## src/rtl/alu_reg_sequencer_pkg.sv

```systemverilog
// Shared definitions for the ALU/register command sequencer: opcodes,
// FSM state encoding and width defaults.
package alu_reg_sequencer_pkg;

  localparam int unsigned W_DEFAULT     = 4;
  localparam int unsigned CNT_W_DEFAULT = 8;

  // Bit 3 clear selects an ALU operation whose function code is op[2:0]
  localparam int unsigned ALU_CLASS_BIT = 3;

  localparam logic [3:0] OP_CLR  = 4'b1000;
  localparam logic [3:0] OP_LOAD = 4'b1001;
  localparam logic [3:0] OP_INC  = 4'b1010;
  localparam logic [3:0] OP_DEC  = 4'b1011;
  localparam logic [3:0] OP_SHR  = 4'b1100;
  localparam logic [3:0] OP_SHL  = 4'b1101;
  localparam logic [3:0] OP_READ = 4'b1110;
  localparam logic [3:0] OP_RSV  = 4'b1111;

  typedef enum logic [1:0] {
    S_IDLE = 2'd0,
    S_EXEC = 2'd1,
    S_RESP = 2'd2
  } seq_state_t;

  function automatic logic is_alu_op(input logic [3:0] op);
    return ~op[ALU_CLASS_BIT];
  endfunction

endpackage

```

## src/rtl/alu_reg_sequencer_decode.sv

```systemverilog
// Combinational decode of a latched command into ALU and register controls;
// everything is held at zero unless exec_en is high.
module seq_decode
  import alu_reg_sequencer_pkg::*;
#(
  parameter int unsigned W = W_DEFAULT
) (
  input  logic         exec_en,
  input  logic [3:0]   op,
  input  logic [W-1:0] data,
  input  logic [W-1:0] reg_out,
  input  logic [W-1:0] alu_f,
  output logic [2:0]   alu_oc,
  output logic [W-1:0] alu_a,
  output logic [W-1:0] alu_b,
  output logic         reg_cl,
  output logic         reg_ld,
  output logic         reg_inc,
  output logic         reg_dec,
  output logic         reg_sr,
  output logic         reg_ir,
  output logic         reg_sl,
  output logic         reg_il,
  output logic [W-1:0] reg_in
);

  always_comb begin
    alu_oc  = '0;
    alu_a   = '0;
    alu_b   = '0;
    reg_cl  = 1'b0;
    reg_ld  = 1'b0;
    reg_inc = 1'b0;
    reg_dec = 1'b0;
    reg_sr  = 1'b0;
    reg_ir  = 1'b0;
    reg_sl  = 1'b0;
    reg_il  = 1'b0;
    reg_in  = '0;
    if (exec_en) begin
      if (is_alu_op(op)) begin
        // Result of the ALU is written straight back into the register
        alu_oc = op[2:0];
        alu_a  = reg_out;
        alu_b  = data;
        reg_ld = 1'b1;
        reg_in = alu_f;
      end else begin
        case (op)
          OP_CLR:  reg_cl  = 1'b1;
          OP_LOAD: begin
            reg_ld = 1'b1;
            reg_in = data;
          end
          OP_INC:  reg_inc = 1'b1;
          OP_DEC:  reg_dec = 1'b1;
          OP_SHR:  begin
            reg_sr = 1'b1;
            reg_ir = data[0];
          end
          OP_SHL:  begin
            reg_sl = 1'b1;
            reg_il = data[0];
          end
          default: ;
        endcase
      end
    end
  end

endmodule

```

## src/rtl/alu_reg_sequencer.sv

```systemverilog
// Command sequencer driving a 4-bit ALU and register: accept a command,
// execute it for one cycle, then return the register value as a response.
module alu_reg_sequencer
  import alu_reg_sequencer_pkg::*;
#(
  parameter int unsigned W     = W_DEFAULT,
  parameter int unsigned CNT_W = CNT_W_DEFAULT
) (
  input  logic             clk,
  input  logic             rst,
  input  logic             cmd_valid,
  output logic             cmd_ready,
  input  logic [3:0]       cmd_op,
  input  logic [W-1:0]     cmd_data,
  output logic [2:0]       alu_oc,
  output logic [W-1:0]     alu_a,
  output logic [W-1:0]     alu_b,
  input  logic [W-1:0]     alu_f,
  output logic             reg_cl,
  output logic             reg_ld,
  output logic             reg_inc,
  output logic             reg_dec,
  output logic             reg_sr,
  output logic             reg_ir,
  output logic             reg_sl,
  output logic             reg_il,
  output logic [W-1:0]     reg_in,
  input  logic [W-1:0]     reg_out,
  output logic             res_valid,
  input  logic             res_ready,
  output logic [W-1:0]     res_data,
  output logic             res_err,
  output logic [CNT_W-1:0] exec_cnt
);

  seq_state_t   state, state_nxt;
  logic [3:0]   op_q;
  logic [W-1:0] data_q;
  logic         cmd_fire;
  logic         res_fire;

  assign cmd_fire = cmd_valid & cmd_ready;
  assign res_fire = res_valid & res_ready;

  always_ff @(posedge clk or posedge rst) begin
    if (rst) state <= S_IDLE;
    else     state <= state_nxt;
  end

  always_comb begin
    state_nxt = state;
    cmd_ready = 1'b0;
    res_valid = 1'b0;
    res_data  = '0;
    res_err   = 1'b0;
    case (state)
      S_IDLE: begin
        // Held low during reset even though the state already reads IDLE
        cmd_ready = ~rst;
        if (cmd_valid && !rst) state_nxt = S_EXEC;
      end
      S_EXEC: state_nxt = S_RESP;
      S_RESP: begin
        res_valid = 1'b1;
        res_data  = reg_out;
        res_err   = (op_q == OP_RSV);
        if (res_ready) state_nxt = S_IDLE;
      end
      default: state_nxt = S_IDLE;
    endcase
  end

  always_ff @(posedge clk or posedge rst) begin
    if (rst) begin
      op_q   <= '0;
      data_q <= '0;
    end else if (cmd_fire) begin
      op_q   <= cmd_op;
      data_q <= cmd_data;
    end
  end

  always_ff @(posedge clk or posedge rst) begin
    if (rst)           exec_cnt <= '0;
    else if (res_fire) exec_cnt <= exec_cnt + 1'b1;
  end

  seq_decode #(.W(W)) u_decode (
    .exec_en (state == S_EXEC),
    .op      (op_q),
    .data    (data_q),
    .reg_out (reg_out),
    .alu_f   (alu_f),
    .alu_oc  (alu_oc),
    .alu_a   (alu_a),
    .alu_b   (alu_b),
    .reg_cl  (reg_cl),
    .reg_ld  (reg_ld),
    .reg_inc (reg_inc),
    .reg_dec (reg_dec),
    .reg_sr  (reg_sr),
    .reg_ir  (reg_ir),
    .reg_sl  (reg_sl),
    .reg_il  (reg_il),
    .reg_in  (reg_in)
  );

endmodule
```

## config.mk

```make
export PLATFORM = sky130hd
export DESIGN_NAME = alu_reg_sequencer
export DESIGN_NICKNAME = d
export VERILOG_FILES = /design/src/rtl/alu_reg_sequencer_pkg.sv /design/src/rtl/alu_reg_sequencer_decode.sv /design/src/rtl/alu_reg_sequencer.sv
export SDC_FILE = /design/constraint.sdc
export NUM_CORES = 1
export LEC_CHECK = 0
export BUFFER_PORTS_ARGS = -buffer_cell sky130_fd_sc_hd__clkbuf_2
export CAP_MARGIN = 40
export CORE_ASPECT_RATIO = 1.1
export CORE_MARGIN = 5
export CORE_UTILIZATION = 46
export DETAILED_ROUTE_END_ITERATION = 10
export PLACE_DENSITY = 0.84
export SYNTH_ARGS = -nofsm -noshare
export SYNTH_HDL_FRONTEND = slang
export SYNTH_SLANG_ARGS = --single-unit
```

## constraint.sdc

```tcl
create_clock -name clk -period 2.3 [get_ports clk]
set_input_delay 0.23 -clock clk [delete_from_list [all_inputs] [get_ports clk]]
set_output_delay 0.23 -clock clk [all_outputs]
set_load 0.02 [all_outputs]
```

== After elaboration in Yosys (flattened, before gate mapping) ==
Cells that the tools add are included.

* Register bits: 18
* Input port bits: 20
* Output and inout bits: 38
* Word-level logic and storage cells: 63

* Add/sub/neg operators: 1
* Equality and inequality tests: 11
* Multiplexer cells: 40
* Bitwise operators: 3
* Reduce and logical (&&, ||, !) cells: 4

{| class="wikitable"
|+ Operators with widths
! operator !! number
|-
| $mux 4 || 8
|-
| $eq 4x4->1 const B || 7
|-
| $mux 1 || 27
|-
| $add 8x1->8 const B || 1
|-
| $mux 3 || 2
|-
| $pmux 2 s3 || 1
|-
| $mux 2 || 2
|-
| $ne 2x2->1 const B || 2
|-
| $and 1x1->1 || 2
|-
| $eq 2x1->1 const B || 1
|-
| $eq 2x2->1 const B || 1
|-
| $logic_not 2->1 || 1
|-
| $reduce_and 2->1 || 1
|-
| $logic_and 1x1->1 || 1
|-
| $logic_not 1->1 || 1
|-
| $not 1->1 || 1
|}

== Logic depth before layout (Yosys ltp) ==
Gate-level depths: netlist of run 1.

* Depth in word-level cells: 4
* Depth in mapped cells: 5
* Mapped depth without buffers: 4

== By module ==
A second synthesis of run 1 with hierarchy kept.

* Cells, all modules: 92
* Area, all modules: 1044.8 sq um

{| class="wikitable"
|+ Modules (own cells, without submodules)
! module !! times used !! cells each !! area each (sq um) !! sequential area each (sq um)
|-
| alu_reg_sequencer || 1 || 60 || 824.5 || 450.4
|-
| seq_decode || 1 || 32 || 220.2 || 0.0
|}

== Worst setup path after synthesis of run 1 ==
No wires, ideal clock.

* Path kind: reg-to-output
* Start point: register state[1]
* End point: output port reg_cl
* Arrival time: 1.385 ns
* Data required time: 2.070 ns
* Slack: 0.685 ns
* Stages on the path, launching flop included: 4
* Path buffers: 1
* Cells stage by stage: dfrtp_1 -> nand2b_1 -> buf_2 -> nor4_1

* Cells in the longest elaborated chain, start to end: 2

{| class="wikitable"
|+ Ends and longest elaborated chain
! what !! RTL line !! RTL
|-
| start, declared || alu_reg_sequencer.sv:36 || <nowiki>seq_state_t state, state_nxt;</nowiki>
|-
| start signal, assigned || alu_reg_sequencer.sv:47 || <nowiki>else state <= state_nxt;</nowiki>
|-
| $eq 2x1->1 || alu_reg_sequencer.sv:89 || <nowiki>.exec_en (state == S_EXEC),</nowiki>
|-
| $mux 1 || alu_reg_sequencer_decode.sv:40 || <nowiki>if (exec_en) begin</nowiki>
|-
| end, declared || alu_reg_sequencer.sv:19 || <nowiki>output logic reg_cl,</nowiki>
|}

Every way passes these cells.

== Worst setup path after layout of run 1 ==
* Start point: register state[1]
* End point: output port reg_il

* Cells in the longest elaborated chain, start to end: 2

{| class="wikitable"
|+ Ends and longest elaborated chain
! what !! RTL line !! RTL
|-
| $eq 2x1->1 || alu_reg_sequencer.sv:89 ||
|-
| $mux 1 || alu_reg_sequencer_decode.sv:40 ||
|-
| end, declared || alu_reg_sequencer.sv:26 || <nowiki>output logic reg_il,</nowiki>
|}

Every way passes these cells.

==> out/metrics.yaml, run 1 <==
path_depth: 4
dp_slack_ps: 396
drc: 0
tightest_slew_ps: 651
placed_area_um2: 1290
yosysTopAreaCell: "dfrtp_1"
avgSynthCellArea_um2: 10.1
drt-initial-drc-count: 10
synth.area.top_cells: "dfrtp_1 (46%), and2_1 (8.2%), mux2_1 (8.0%)"
nNetsFinal: 177
critPathTopFamily: "simple AND/OR/NAND/NOR gates"
finalCriticalPeriod_ps: 2040
maxSlewHeadroom_pct: 56.6
die_h_um: 58.6
max_freq_ghz: 0.490
dieArea_um2: 3180
design_area_um2: 1330
critPathSlowestCell: "dfrtp_1"
cp-startpoint: "state[1]$_DFFE_PP0P_"
syn_to_final_growth_pct: 34.2
layout-drive-gt1-share_pct: 43.2
fp.dieW_um: 54.2
root_buffer: "clkbuf_4"
track_usage_pct: 16.1
synth.distinct_cells: 27
post_cts_buffers: 0
syn_area_um2: 988
hp-class: "in -> async"
cp_max_fo: 9
hpwl_mm: 1.99
status: "finished, final reports clean"
utilization_pct: 65.6
drt-vias-per-instance: 5.13
final_cell_mix: "clkbuf_2 (57), dfrtp_1 (18), and2_1 (13)"
syn_nets: 119
wl_per_cell_um: 13.3
via_count: 939
crit_path_start_kind: "flop"
timing.rr.start: "state[0]$_DFFE_PP0P_"
critical-path-max-stage-delay_ps: 460
fin_ws_ps: 258
ff2ff_path_depth: 3
rows: 17
h-tree-depth: 1
ys_ff_latch: 18
cp_num_buf_inv: 1
syn_inst: 98
setup_tns_ps: 0
grt_setup_unrepaired: "false"
wirelength_mm: 2.43
fillCellCount: 185
path_class: "reg -> out"
grt_overflow: 0
layout_commonest_cell: "clkbuf_2"
cts_buffer_depth: 2
max_cap_violations: 0
port_buffers: 57
power_density_nw_per_um2: 770
cts_tree: "done"
synth_top_area_share_pct: 45.6
grt_max_degree: 19
end_kind: "output port"
period_share_pct: 88.8
n_antenna_cell: 0
ys.warnings.count: 0
antenna_found_initial: 0
clk_pin_slew_ps: 100
ant_nets: 0
fin_skew_ps: 0.821
clk_latency_ps: 280
leakagePower_uw: 0.000706
hold_viol_final: 0
yosysSeqAreaShare_pct: 45.6
grt_pass1_wl_mm: 3.88
initial_utilization_pct: 48.9
cp.required_ps: 2070
pin_count: 58
cp_cell_sequence: "nand2b_1 > or3_4 > nor3_2 > clkbuf_2"
coreArea_um2: 2020
first_pass_iters: 4
first_global_vias: 902
place_congestion: 0.817
cts.sinks: 18
multi_input_area_um2: 500
ff_latch_area_um2: 450
finalMaxSlewViolations: 0
irDropWorstVdd_mv: 0.627
finalSetupViolations: 0
arrival_ps: 1810
cts_buffers: 3
-- per-stage QoR --
| step | std cells | hold WS, ps | total power [µW] |
|---|---|---|---|
| after floorplan | 98 | 169 | 714 |
| after global placement | 179 | 361 | 828 |
| after detailed placement | 179 | 366 | 843 |
| after CTS | 183 | 49.9 | 1030 |
| after global routing | 183 | 78.7 | 1100 |
| final | 183 | 28.6 | 1020 |
-- state kept, by name, indices dropped and copies added, names as in the netlist --
name and cells:
exec_cnt 8, data_q 4, op_q 4, state 2
-- layout make-up --
| cell class | count | share of cell area, % |
|---|---|---|
| repair buffers | 57 | 21.5 |
| inverters | 5 | 1.42 |
| flip-flops and latches | 18 | 34.0 |
| well taps | 28 | 2.64 |
| multi-input cells | 71 | 37.7 |
| clock buffers | 4 | 2.74 |
-- cell families (layout without fill, tap and decap cells) --
family,after synthesis,count (layout),synth area share (%)
xor gates and xnor gates,7,7,6.20
muxes,7,7,7.98
buffers and inverters,9,66,4.05
and+or+nand+nor,48,48,29.2
AOI/OAI and AO/OA,8,8,5.70
DFF,18,18,45.6
adders and majority gates,1,1,1.27
-- power by group --
part / internal (µW) / leakage [µW] / switching [µW]
sequential: 394 / 0.000227 / 96.9
clock: 96.2 / 0.0000210 / 89.3
combinational: 137 / 0.000458 / 207
total: 628 / 0.000706 / 393
-- Yosys cell counts --
library cell	count
dfrtp_1	18
and2_1	13
mux2_1	7
nor2_1	7
nor3_1	5
a22o_1	4
inv_1	4
nand2_1	4
xor2_1	4
nand2b_1	3
nand3_1	3
nor3_2	3
nor4_1	3
xnor2_1	3
buf_2	2
nand4_1	2
nand4b_1	2
o21ai_1	2
and3_1	1
buf_4	1
clkbuf_1	1
ha_1	1
inv_2	1
nand4bb_1	1
o21ai_0	1
o22ai_1	1
or3_4	1
-- worst paths after layout --
kind | end | slack (ps)
max | reg_il | 260
min | op_q[0]$_DFFE_PP0P_ | 30
max reg2reg | data_q[2]$_DFFE_PP0P_ | 670
min reg2reg | exec_cnt[7]$_DFFE_PP0P_ | 470
max in group asynchronous | data_q[0]$_DFFE_PP0P_ | 1860
min in group clk | data_q[1]$_DFFE_PP0P_ | 160
-- per-layer routing --
metal	GRT usage (%)	wire length, µm	share of wire, %
met1	19.0	942	39
met2	29.9	1220	50
met3	2.28	260	11
met4	3.20	9	0.37
met5	0	0	0
-- worst reg2reg max path: cells and delay by family, from the launching register on --
kind / cells / cell delay, ps
flip-flops: 1 / 450
multiplexers: 1 / 360
AND/OR/NAND/NOR: 2 / 710
-- timing repair --
item                                    CTS  global route
resized for setup                         0             1
endpoints found under the setup margin    0            12
hold buffers                              0             0
Power figures use the tool's default switching activity.
==> run 2: changes to the inputs <==
--- a/config.mk
+++ b/config.mk
@@ -9,9 +9,9 @@
 export CAP_MARGIN = 40
 export CORE_ASPECT_RATIO = 1.1
 export CORE_MARGIN = 5
-export CORE_UTILIZATION = 46
+export CORE_UTILIZATION = 38
 export DETAILED_ROUTE_END_ITERATION = 10
-export PLACE_DENSITY = 0.84
+export PLACE_DENSITY = 0.74
 export SYNTH_ARGS = -nofsm -noshare
 export SYNTH_HDL_FRONTEND = slang
 export SYNTH_SLANG_ARGS = --single-unit
==> constraint.sdc (replaced) <==
create_clock -name clk -period 1.7 [get_ports clk]
set_input_delay 0.17 -clock clk [delete_from_list [all_inputs] [get_ports clk]]
set_output_delay 0.17 -clock clk [all_outputs]
set_load 0.02 [all_outputs]
==> out/metrics.yaml, run 2 (synthesized netlist as in run 1, its figures left out) <==
status: "finished, final reports clean"
top_register: "exec_cnt"
n_antenna_cell: 0  # unchanged
first_global_vias: 1016  # +13%
grt_overflow: 0  # unchanged
place_congestion: 0.838  # +2.5%
grt_setup_unrepaired: "true"
initial_utilization_pct: 39.6  # -9.3 points
finalCriticalPeriod_ps: 1700
end_kind: "output port"
design_area_um2: 1490  # +13%
wl_per_cell_um: 13.6  # +2.4%
max_cap_violations: 0  # unchanged
maxSlewHeadroom_pct: 53.4  # -3.2 points
pin_count: 58  # unchanged
hold_viol_final: 0  # unchanged
largest_reg_flops: 8  # unchanged
max_freq_ghz: 0.590
antenna_found_initial: 0  # unchanged
finalSetupViolations: 0  # unchanged
switchingPower_uw: 576  # +46%
track_usage_pct: 14.7  # -1.4 points
final_cell_mix: "clkbuf_2 (41), buf_4 (21), dfrtp_1 (16)"
finalMaxSlewViolations: 0  # unchanged
coreArea_um2: 2500  # +24%
drc: 0  # unchanged
cts_tree: "done"
grt_max_degree: 19  # unchanged
fp.dieW_um: 58.6  # +8.2%
cp.required_ps: 1530  # -540 ps
layout-drive-gt1-share_pct: 50.9  # +7.7 points
placed_area_um2: 1320  # +2.6%
fin_skew_ps: 3.77  # +2.95 ps
crit_path_start_kind: "flop"
nNetsFinal: 187  # +5.6%
clk_latency_ps: 280  # about the same
h-tree-depth: 1  # unchanged
reg_top3: "exec_cnt x8, data_q x4, op_q x4"
leakagePower_uw: 0.000781  # +11%
switching_share_pct: 38.4  # -0.096 points
cts.sinks: 18  # unchanged
cts_buffer_depth: 2  # unchanged
die_h_um: 63.5  # +8.3%
tightest_slew_ps: 698  # +47.3 ps
fillCellCount: 229  # +24%
placed_cells: 186  # +3.9%
sequentialPowerShare_pct: 44.0  # -4.1 points
dieArea_um2: 3720  # +17%
cts_buffers: 3  # unchanged
p_clk_share_pct: 17.2  # -1.0 points
grt_pass1_wl_mm: 4.45  # +15%
layout_commonest_cell: "clkbuf_2"
syn_to_final_growth_pct: 51.0
port_buffers: 57  # unchanged
hpwl_mm: 2.08  # +4.6%
rows: 19  # +2
drt-initial-drc-count: 20  # +10
p_int_uw: 923  # +47%
period_share_pct: 99.8
hp-class: "in -> reg"
wirelength_mm: 2.66  # +9.7%
ant_nets: 0  # unchanged
drt-vias-per-instance: 4.98  # -2.9%
first_pass_iters: 4  # unchanged
combPwrFrac_pct: 38.8  # +5.1 points
root_buffer: "clkbuf_4"
cp_max_fo: 4  # -5
clk_pin_slew_ps: 100  # about the same
arrival_ps: 1530  # -280 ps
path_class: "reg -> out"
stdcell_count: 196  # +7.1%
irDropWorstVdd_mv: 0.799  # +27%
power_density_nw_per_um2: 1000  # +30%
via_count: 977  # +4.0%
run 2: final cells by class:
type / count / area (µm²) / area share, %
Clock buffer: 4 / 36.3 / 2.43
Multi-Input combinational cell: 71 / 547 / 36.6
Sequential cell: 18 / 453 / 30.3
Timing Repair Buffer: 67 / 399 / 26.7
Inverter: 5 / 18.8 / 1.26
Tap cell: 31 / 38.8 / 2.60
run 2: final timing paths:
check	from	endpoint	slack (ps)	depth (start not counted)
max	op_q[1]$_DFFE_PP0P_	reg_il	4	4
min in group asynchronous	rst	exec_cnt[1]$_DFFE_PP0P_	540	3
max in group asynchronous	rst	op_q[0]$_DFFE_PP0P_	680	3
max reg2reg	state[1]$_DFFE_PP0P_	data_q[1]$_DFFE_PP0P_	120	4
min reg2reg	exec_cnt[7]$_DFFE_PP0P_	exec_cnt[7]$_DFFE_PP0P_	480	1
min	cmd_op[1]	op_q[1]$_DFFE_PP0P_	90	2
run 2: critical path, stage by stage (launching register included):
cell	delay [ps]
dfrtp_1	400
nand2b_4	160
or3_4	400
nor3_4	130
buf_6	140
run 2: per-layer routing:
metal | vias to the layer above | GRT usage, % | wire length (µm)
met3 | 2 | 2.04 | 189
met1 | 472 | 16.8 | 1050
met2 | 30 | 27.2 | 1410
li1 | 473 | - | -
met5 | - | 0 | 0
met4 | 0 | 4.53 | 14
run 2: through the flow:
stage,TNS [ps],total power [µW],utilization [%],hold slack [ps],setup slack [ps]
floorplan,0,967,-,109,98.2
global placement,0,1140,52.9,307,205
detailed placement,0,1160,52.9,321,121
CTS,-196,1470,57.0,82.3,-47.4
global route,-463,1600,59.8,87.8,-62.0
finish,0,1500,59.8,90.8,4.10
run 2: what timing repair did:
action,4_1_cts,5_1_grt
buffers inserted,3,2
resized for setup,9,32
setup endpoints to repair,17,16
hold endpoints to repair,10,0
pin swaps,1,1
hold buffers,1,0
run 2: power by group through the flow:
stage / Sequential [µW] / Combinational (µW) / Clock (µW)
floorplan: 692 / 274 / 0
global placement: 654 / 490 / 0
detailed placement: 659 / 506 / 0
CTS: 653 / 550 / 269
global route: 685 / 630 / 288
finish: 660 / 581 / 258
